==> config.mk <==
export PLATFORM = sky130hd
export DESIGN_NAME = r_vector_writer
export DESIGN_NICKNAME = d
export VERILOG_FILES = /design/src/rtl/r_vector_writer_pkg.sv /design/src/rtl/vector_address_sequencer.sv /design/src/rtl/r_vector_writer.sv
export SDC_FILE = /design/constraint.sdc
export NUM_CORES = 1
export LEC_CHECK = 0
export ABC_AREA = 1
export CORE_UTILIZATION = 50
export CTS_BUF_LIST = sky130_fd_sc_hd__clkbuf_4 sky130_fd_sc_hd__clkbuf_8 sky130_fd_sc_hd__clkbuf_16
export DETAILED_ROUTE_END_ITERATION = 12
export DONT_BUFFER_PORTS = 1
export GPL_TIMING_DRIVEN = 0
export PLACE_DENSITY = 0.64
export SYNTH_ARGS = -nofsm -noshare
export SYNTH_HDL_FRONTEND = slang
export SYNTH_SLANG_ARGS = --single-unit
==> constraint.sdc <==
create_clock -name clock -period 1.8 [get_ports clock]
set_input_delay 0.45 -clock clock [delete_from_list [all_inputs] [get_ports clock]]
set_output_delay 0.45 -clock clock [all_outputs]
set_load 0.01 [all_outputs]
==> src/rtl/r_vector_writer_pkg.sv <==
// Shared interleave constants and state encoding for the vector
// memory read and write paths.
package r_vector_writer_pkg;

  localparam logic [5:0]  ROW_BASE   = 6'd4;
  localparam logic [5:0]  ROW_STRIDE = 6'd4;
  localparam int          GROUP_LEN  = 8;
  localparam logic [10:0] FRAME_LEN  = 11'd512;

  typedef enum logic [1:0] {
    ST_IDLE = 2'd0,
    ST_RUN  = 2'd1,
    ST_DONE = 2'd2
  } wr_state_e;

  function automatic logic [5:0] row_of(
    input logic [1:0] layer,
    input logic [2:0] k
  );
    return ROW_BASE + 6'(layer) + ROW_STRIDE * 6'(k);
  endfunction

endpackage

==> src/rtl/vector_address_sequencer.sv <==
// Walks the filter-group interleave: k, then layer, then minor
// quadrant, then major quadrant.
module vector_address_sequencer
  import r_vector_writer_pkg::*;
(
  input  logic       clock,
  input  logic       clear,
  input  logic       restart,
  input  logic       advance,
  output logic [5:0] row,
  output logic [3:0] col,
  output logic       last_in_group,
  output logic       last_in_frame
);

  logic [2:0] k_q;
  logic [1:0] layer_q;
  logic [1:0] minor_q;
  logic [1:0] major_q;
  logic       wrap_k;
  logic       wrap_layer;
  logic       wrap_minor;

  assign wrap_k     = k_q == 3'(GROUP_LEN - 1);
  assign wrap_layer = wrap_k && layer_q == 2'd3;
  assign wrap_minor = wrap_layer && minor_q == 2'd3;

  always_ff @(posedge clock) begin
    if (clear || restart) begin
      k_q     <= '0;
      layer_q <= '0;
      minor_q <= '0;
      major_q <= '0;
    end else if (advance) begin
      k_q <= k_q + 3'd1;
      if (wrap_k)     layer_q <= layer_q + 2'd1;
      if (wrap_layer) minor_q <= minor_q + 2'd1;
      if (wrap_minor) major_q <= major_q + 2'd1;
    end
  end

  assign row = row_of(layer_q, k_q);
  assign col = {major_q[1], minor_q[1], major_q[0], minor_q[0]};
  assign last_in_group = wrap_k;
  assign last_in_frame = wrap_minor && major_q == 2'd3;

endmodule

==> src/rtl/r_vector_writer.sv <==
// Buffers one result element and writes it to vector memory when
// the arbiter grants, following the read-side address interleave.
module r_vector_writer
  import r_vector_writer_pkg::*;
(
  input  logic        clock,
  input  logic        clear,
  input  logic        start,
  input  logic        r_element_valid,
  input  logic [15:0] r_element,
  output logic        r_element_ready,
  input  logic        write_grant,
  output logic [9:0]  vector_memory_address,
  output logic [15:0] vector_write_data,
  output logic        memory_write_enable,
  output logic        last_element,
  output logic        done
);

  wr_state_e   state_q;
  wr_state_e   state_d;
  logic        restart;
  logic        hold_valid;
  logic [15:0] hold_data;
  logic [10:0] accept_cnt;
  logic        frame_full;
  logic        accept;
  logic        fire;
  logic [5:0]  row;
  logic [3:0]  col;
  logic        last_in_group;
  logic        last_in_frame;

  assign frame_full = accept_cnt == FRAME_LEN;
  assign r_element_ready = (state_q == ST_RUN)
                        && (!hold_valid || write_grant)
                        && !frame_full;
  assign accept = r_element_valid && r_element_ready;
  assign fire   = hold_valid && write_grant;
  assign done   = state_q == ST_DONE;

  always_ff @(posedge clock) begin
    if (clear) state_q <= ST_IDLE;
    else       state_q <= state_d;
  end

  always_comb begin
    state_d = state_q;
    restart = 1'b0;
    unique case (state_q)
      ST_IDLE: if (start) begin
        state_d = ST_RUN;
        restart = 1'b1;
      end
      ST_RUN: if (fire && last_in_frame) state_d = ST_DONE;
      ST_DONE: if (start) begin
        state_d = ST_RUN;
        restart = 1'b1;
      end
      default: state_d = ST_IDLE;
    endcase
  end

  always_ff @(posedge clock) begin
    if (clear) begin
      hold_valid            <= 1'b0;
      hold_data             <= '0;
      accept_cnt            <= '0;
      memory_write_enable   <= 1'b0;
      last_element          <= 1'b0;
      vector_memory_address <= '0;
      vector_write_data     <= '0;
    end else begin
      memory_write_enable <= fire;
      last_element        <= fire && last_in_group;
      if (fire) begin
        vector_memory_address <= {row, col};
        vector_write_data     <= hold_data;
      end
      if (restart) begin
        hold_valid <= 1'b0;
        accept_cnt <= '0;
      end else if (accept) begin
        hold_valid <= 1'b1;
        hold_data  <= r_element;
        accept_cnt <= accept_cnt + 11'd1;
      end else if (fire) begin
        hold_valid <= 1'b0;
      end
    end
  end

  vector_address_sequencer u_seq (
    .clock         (clock),
    .clear         (clear),
    .restart       (restart),
    .advance       (fire),
    .row           (row),
    .col           (col),
    .last_in_group (last_in_group),
    .last_in_frame (last_in_frame)
  );

endmodule
# Word level (Yosys, flattened, before mapping)
# Cells that the tools add are included.
# totals
word_cells	58
out_inout_bits	30
inputBits	21
mem_bits_rw	0
regBits	67
rom_bits	0
n_memories	0
latchBits	0
# op_classes
n_reduce_logical	22
mux	7
eq_ne	9
n_mul	0
n_shift	0
n_bitwise	1
order_cmp	0
n_addsub	7
div	0
# ops
op	count
$add A11 B1 Y11 const B	1
$eq A11 B10 Y1 const B	1
$reduce_and A2 Y1	5
$logic_and A1 B1 Y1	9
$eq A2 B2 Y1 const B	4
$add A2 B1 Y2 const B	3
$add A6 B5 Y6	1
$add A3 B2 Y4 const A	1
$mux W1	4
$mux W2	2
$ne A2 B1 Y1 const B	2
$pmux W2 S2	1
$reduce_or A2 Y1	2
$add A3 B1 Y3 const B	1
$eq A3 B3 Y1 const B	1
$eq A2 B1 Y1 const B	1
$logic_not A1 Y1	2
$logic_not A2 Y1	1
$logic_or A1 B1 Y1	2
$reduce_bool A2 Y1	1
$not A1 Y1	1

# Longest topological paths before layout
# Gate-level depths: netlist of run 1.
# logic_depth
depth_word	7
depth_mapped	9
depth_no_buf	9

# Cells and area by module
# Synthesis of run 1 repeated with hierarchy kept, for this count alone.
# hier_totals
cells_unflattened	382
area_unflattened_um2	2834.0
# by_module_without_submodules
mod	cells_each	instances	area_per_inst_um2	seq_area_each_um2
r_vector_writer	325	1	2399.8	1161.1
vector_address_sequencer	57	1	434.2	180.2

# Worst setup path after synthesis of run 1
# No wires, ideal clock.
# synth_path
path_kind	reg2out
from	register accept_cnt[0]
to	output port r_element_ready
arrival_time_ns	1.078
path_slack_ns	0.272
path_stages_with_launch	7
path_buffers	1
required_ns	1.350
path_cell_list	dfxtp_1 -> inv_1 -> ha_1 -> nand3_1 -> nor2_1 -> nor2_4 -> buf_6
# synth_between
elab_chain_len	3
# synth_rtl
element	line	source
from (decl)	r_vector_writer.sv:25	logic [10:0] accept_cnt;
from (signal assigned)	r_vector_writer.sv:86	accept_cnt <= accept_cnt + 11'd1;
$eq A11 B10 Y1	r_vector_writer.sv:34	assign frame_full = accept_cnt == FRAME_LEN;
$logic_not A1 Y1	r_vector_writer.sv:37	&& !frame_full;
$logic_and A1 B1 Y1	r_vector_writer.sv:37	
to (decl)	r_vector_writer.sv:11	output logic r_element_ready,
# Every way passes these cells.

# Final worst setup path of run 1
# layout_path
from	register accept_cnt[7]
to	output port r_element_ready
# The elaborated chain is that of the path after synthesis.

==> impl_metrics.env, run 1 <==
export IMPL_p_total_mw=2.86
export IMPL_period_needed_ps=1740
export IMPL_finalCritPeriodShare_pct=96.6
export IMPL_ys_types=23
export IMPL_cp_max_fo=5
export IMPL_slew_headroom_pct=66.7
export IMPL_fmax_mhz=575
export IMPL_boundaryPins=51
export IMPL_gp_congestion=0.834
export IMPL_synth_most_common_cell="nand2_1"
export IMPL_ys_ff_latch=67
export IMPL_ant_nets=0
export IMPL_worstSetupStartpointType="flop"
export IMPL_critical_path_cell_chain="nor2_2, nand3_4, nor2_4, nor2_4, buf_6"
export IMPL_worst_skew_pair_late_latency_ps=340
export IMPL_fin_skew_ps=4.51
export IMPL_clockRootBuffer="clkbuf_8"
export IMPL_cp_required_ps=1350
export IMPL_vias=2387
export IMPL_outcome="finished, final reports clean"
export IMPL_cts_tree="yes"
export IMPL_worst_path_buf_inv=1
export IMPL_drc_errors=0
export IMPL_report_final_slew_viol_count=0
export IMPL_synth_area_um2=2800
export IMPL_critPathMostFrequentCell="nor2_4"
export IMPL_core_rowCount=26
export IMPL_diodes=0
export IMPL_final_core_util_pct=60.1
export IMPL_synth_flop_cell="dfxtp_1"
export IMPL_hold_viol_final=0
export IMPL_fp_dieH_um=76.8
export IMPL_numPortBuffers=0
export IMPL_synth_top_area_share_pct=48.0
export IMPL_core_area_um2=5240
export IMPL_finalSetupViolCount=0
export IMPL_synth_area_leaders="dfxtp_1 (48%), nand2_1 (9.5%), a21oi_1 (7.5%)"
export IMPL_max_cap_viol_count=0
export IMPL_dr_pass1_iters=4
export IMPL_die_width_um=76.8
export IMPL_async_flop_share_pct=0
export IMPL_synth_edf_count=0
export IMPL_crit_type="flop to output port"
export IMPL_die_area_um2=5890
export IMPL_drt_total_wl_um=6380
export IMPL_avgSynthCellArea_um2=7.58
export IMPL_start_util_pct=53.4
export IMPL_multi_input_area_um2=1290
export IMPL_nNetsFinal=413
export IMPL_yosys_area_top_type="dfxtp_1"
export IMPL_clock_path_buffers=2
export IMPL_ys_seq_area_share_pct=48.0
export IMPL_grt_pass1_vias=2102
export IMPL_post_dp_hpwl_um=4440
export IMPL_synth_warnings=0
export IMPL_cpLargestDelayFamily="simple AND/OR/NAND/NOR gates"
export IMPL_hold_class="input port to flop"
export IMPL_wl_per_cell_um=13.9
export IMPL_grt_overflow=0
export IMPL_fillers=489
export IMPL_worst_pin_slew_ps=500
export IMPL_p_per_area_nw_per_um2=908
export IMPL_synth_nets=397
export IMPL_antenna_found_initial=0
export IMPL_netlist_instances=369
export IMPL_area_growth_syn_to_layout_pct=12.7
export IMPL_grt_pass1_wl_um=10300
export IMPL_grt_max_degree=13
export IMPL_via_per_inst=5.19
export IMPL_crit_path_end_kind="output port"
export IMPL_cp_slowest_cell="dfxtp_1"
export IMPL_crit_arrival_ps=1290
export IMPL_peakVddDrop_v=0.000496
export IMPL_drt_iter0_drc=108
export IMPL_cts_sinks=67
export IMPL_p_leak_nw=1.20
export IMPL_max_stage_delay_ps=360
export IMPL_rsz0062_at_grt="false"
export IMPL_cts_buffers=9
export IMPL_htreeDepth=3
export IMPL_clk_pin_slew_worst_paths_ps=80
export IMPL_final_seq_area_um2=1350
export IMPL_grt_util_all_layers_pct=22.9
export IMPL_tns_ps=0
export IMPL_layout_drive_gt1_share_pct=13.1
export IMPL_synth_commonest_cells="nand2_1 (71), dfxtp_1 (67), nor2_1 (56), a21oi_1 (42), nand3_1 (34)"
[final cells by class]
cell class                 count  area share (%)
sequential                    67            42.7
multi-input combinational    258            41.0
clock buffer                  10            4.37
buffer                        20            3.93
inverter                      24            2.86
tap                           70            2.78
clock inverter                 6            1.27
timing repair buffer           5            1.11
[state kept, by name, summed over array words and instances (netlist names), 2 cells and up]
signal                 flops
hold_data                 16
vector_write_data         16
accept_cnt                11
vector_memory_address     10
u_seq.k_q                  3
state_q                    2
u_seq.layer_q              2
u_seq.major_q              2
u_seq.minor_q              2
[layout by cell type, fill, tap and decap left out, drive strengths merged]
| cell type | count |
|---|---|
| nand2 | 72 |
| dfxtp | 67 |
| nor2 | 60 |
| a21oi | 42 |
| nand3 | 35 |
| o21ai | 28 |
| inv | 25 |
| clkbuf | 21 |
| buf | 14 |
| ha | 7 |
| nand4 | 4 |
| clkinv | 4 |
| nand3b | 2 |
| nor3 | 2 |
| xor2 | 2 |
| or2 | 2 |
| xnor2 | 1 |
| o21a | 1 |
| clkinvlp | 1 |
[cells by family after synthesis]
logic type	count (synthesis)	synth area share, %
fa+ha+maj	7	3.13
simple gates	177	27.5
buf+inv	44	7.65
xor+xnor	3	0.940
flops	67	48.0
compound gates	71	12.8
[per-layer routing]
metal	track usage, %	vias up	part of all wire [%]
met5	0	-	0
met4	8.65	0	1.3
met3	5.48	9	5.5
met2	36.1	57	46
met1	30.2	1083	48
li1	-	1238	-
[power by group]
part	switching, mW	internal [mW]
registers	0.0237	1.51
clock network	0.605	0.537
logic	0.120	0.0607
[repair_timing]
action | 4_1_cts | 5_1_grt
pin swaps | 2 | 4
hold buffers | 0 | 0
resized for setup | 6 | 10
gates cloned | 1 | 0
setup buffers | 4 | 0
endpoints found under the setup margin | 1 | 2
[worst paths after layout]
kind / start / endpoint / slack [ps] / cells after the start
hold reg to reg: hold_data[8]$_SDFFE_PP0P_ / hold_data[8]$_SDFFE_PP0P_ / 460 / 2
setup / recovery: accept_cnt[7]$_SDFFE_PP0P_ / r_element_ready / 60 / 5
setup reg to reg: u_seq.k_q[0]$_SDFFE_PP0P_ / u_seq.major_q[0]$_SDFFE_PP0P_ / 210 / 7
hold / removal: clear / vector_memory_address[7]$_SDFFE_PP0P_ / 170 / 1
[through the flow]
stage          std cells  area (um^2)  hold WS [ps]  setup slack (ps)
3_3_place_gp         439         2880           448               103
3_5_place_dp         439         2880           451              84.9
5_1_grt              460         3150           159              1.93
2_1_floorplan        369         2800           440               272
4_1_cts              460         3110           163              11.6
6_report             460         3150           170              61.7
(Power assumes the default switching activity.)
==> run 2: changes to the inputs <==
CORE_MARGIN = 1.5   (was unset)
==> run 2 against run 1 <==
Routed wire length rose by 2.1%. Design area rose by 2.2%. Via count fell by 0.38%. Clock skew rose by 2.3 ps. Register-to-register slack got worse by 40 ps. Non-clock buffer count did not move. First-iteration DRC count rose by 5.6%. Count of clock-buffer cells in the layout did not move. Power rose by 14%. Sequential share of layout area fell by 0.85 points. Critical endpoint unchanged. Largest power group unchanged.
==> impl_metrics.env, run 2 (synthesis gave the netlist of run 1 again) <==
export IMPL_p_leak_nw=1.24
export IMPL_wl_per_cell_um=14.1
export IMPL_core_area_um2=5440
export IMPL_report_final_slew_viol_count=0
export IMPL_crit_path_end_kind="output port"
export IMPL_cp_required_ps=1350
export IMPL_die_width_um=77.8
export IMPL_ant_nets=0
export IMPL_via_per_inst=5.15
export IMPL_hold_viol_final=0
export IMPL_vias=2378
export IMPL_hold_class="input port to flop"
export IMPL_cp_max_fo=5
export IMPL_start_util_pct=51.4
export IMPL_post_dp_hpwl_um=4410
export IMPL_worst_skew_pair_late_latency_ps=350
export IMPL_peakVddDrop_v=0.000563
export IMPL_worst_pin_slew_ps=551
export IMPL_crit_arrival_ps=1290
export IMPL_max_cap_viol_count=0
export IMPL_layout_drive_gt1_share_pct=13.6
export IMPL_drt_iter0_drc=114
export IMPL_clock_path_buffers=2
export IMPL_rsz0062_at_grt="false"
export IMPL_cts_tree="yes"
export IMPL_timing_reg2reg_setup_slack_ps=170
export IMPL_numPortBuffers=0
export IMPL_nNetsFinal=413
export IMPL_reg_largest_list="hold_data: 16 flops, vector_write_data: 16 flops, accept_cnt: 11 flops"
export IMPL_fin_cells=462
export IMPL_endpoint="r_element_ready"
export IMPL_cp_slowest_cell="dfxtp_2"
export IMPL_grt_overflow=0
export IMPL_slew_headroom_pct=63.3
export IMPL_dr_pass1_iters=4
export IMPL_cts_buffers=9
export IMPL_finalCritPeriodShare_pct=96.6
export IMPL_rr_endpoint="u_seq.major_q[0]$_SDFFE_PP0P_"
export IMPL_drc_errors=0
export IMPL_grt_pass1_wl_um=10800
export IMPL_final_cell_mix="nand2_1 (70), dfxtp_1 (62), nor2_1 (53), a21oi_1 (42), nand3_1 (32)"
export IMPL_worstSetupStartpointType="flop"
export IMPL_outcome="finished, final reports clean"
export IMPL_fp_dieH_um=77.8
export IMPL_layout_commonest_cell="nand2_1"
export IMPL_finalSetupViolCount=0
export IMPL_grt_max_degree=13
export IMPL_critical_path_cell_chain="inv_4, ha_4, nand3_4, nor2_4, nor2_4, buf_6"
export IMPL_core_rowCount=27
export IMPL_die_area_um2=6050
export IMPL_fin_skew_ps=6.83
export IMPL_area_growth_syn_to_layout_pct=15.2
export IMPL_r2r_cells=7
export IMPL_p_per_area_nw_per_um2=1010
export IMPL_r2r_start="u_seq.k_q[0]$_SDFFE_PP0P_"
export IMPL_drt_total_wl_um=6510
export IMPL_tns_ps=0
export IMPL_place_inst=441
export IMPL_crit_type="flop to output port"
export IMPL_max_stage_delay_ps=350
export IMPL_startpoint="accept_cnt[0]$_SDFFE_PP0P_"
export IMPL_clk_pin_slew_worst_paths_ps=70
export IMPL_grt_pass1_vias=2260
export IMPL_cts_sinks=67
export IMPL_diodes=0
export IMPL_fmax_mhz=575
export IMPL_boundaryPins=51
export IMPL_cts_hold_buf=0
export IMPL_grt_util_all_layers_pct=23.6
export IMPL_critPathMostFrequentCell="nor2_4"
export IMPL_clockRootBuffer="clkbuf_8"
export IMPL_period_needed_ps=1740
export IMPL_htreeDepth=3
export IMPL_antenna_found_initial=0
export IMPL_gp_congestion=0.855
==> run 2: how the worst min path moves through the flow <==
stage,from,to,depth (start not counted)
floorplan,hold_data[0]$_SDFFE_PP0P_,hold_data[0]$_SDFFE_PP0P_,2
global placement,hold_data[6]$_SDFFE_PP0P_,hold_data[6]$_SDFFE_PP0P_,2
detailed placement,hold_data[6]$_SDFFE_PP0P_,hold_data[6]$_SDFFE_PP0P_,2
CTS,clear,vector_memory_address[7]$_SDFFE_PP0P_,1
global route,clear,vector_memory_address[6]$_SDFFE_PP0P_,1
finish,clear,vector_memory_address[7]$_SDFFE_PP0P_,1
==> run 2: layer usage <==
metal	wire length (um)	track usage [%]
met1	2970	29.2
met2	3090	37.3
met3	298	6.59
met4	150	12.0
met5	0	0
==> run 2: timing repair <==
action                                 4_1_cts  5_1_grt
pin swaps                                    2        4
setup endpoints to repair                    1        1
endpoints found under the hold margin        0        0
gates cloned                                 1        0
gates resized for setup                      8       11
setup buffers                                4        1
==> run 2: final cells by class <==
class	count	area, um^2
sequential	67	1350
tap	72	90.1
clock buffer	10	131
fill	522	2220
clock inverter	6	113
timing repair buffer	6	42.5
multi-input combinational	258	1290
inverter	24	92.6
buffer	19	113
==> run 2: power by group <==
part | total [mW] | switching (mW) | internal [mW] | leakage [nW]
Clock | 1.53 | 0.591 | 0.940 | 0.124
Combinational | 0.186 | 0.123 | 0.0631 | 0.566
Sequential | 1.54 | 0.0232 | 1.51 | 0.544
==> run 2: critical path, delay by kind of cell, from the launching register on <==
| kind | cells | cell delay [ps] |
|---|---|---|
| flip-flops | 1 | 350 |
| adder cells (fa/ha/maj) | 1 | 160 |
| AND/OR/NAND/NOR | 3 | 240 |
| buffers and inverters | 2 | 190 |
==> run 2: stage by stage <==
step	setup WS, ps	power, mW	cell area (um^2)	util, %	hold WS [ps]
after global routing	14.6	3.39	3220	59.2	142
after CTS	7.21	3.28	3190	58.6	147
final	60.9	3.25	3220	59.2	159
after global placement	106	1.74	2890	53.0	447
after detailed placement	93.7	1.74	2890	53.0	452
after floorplan	272	1.69	2800	-	440
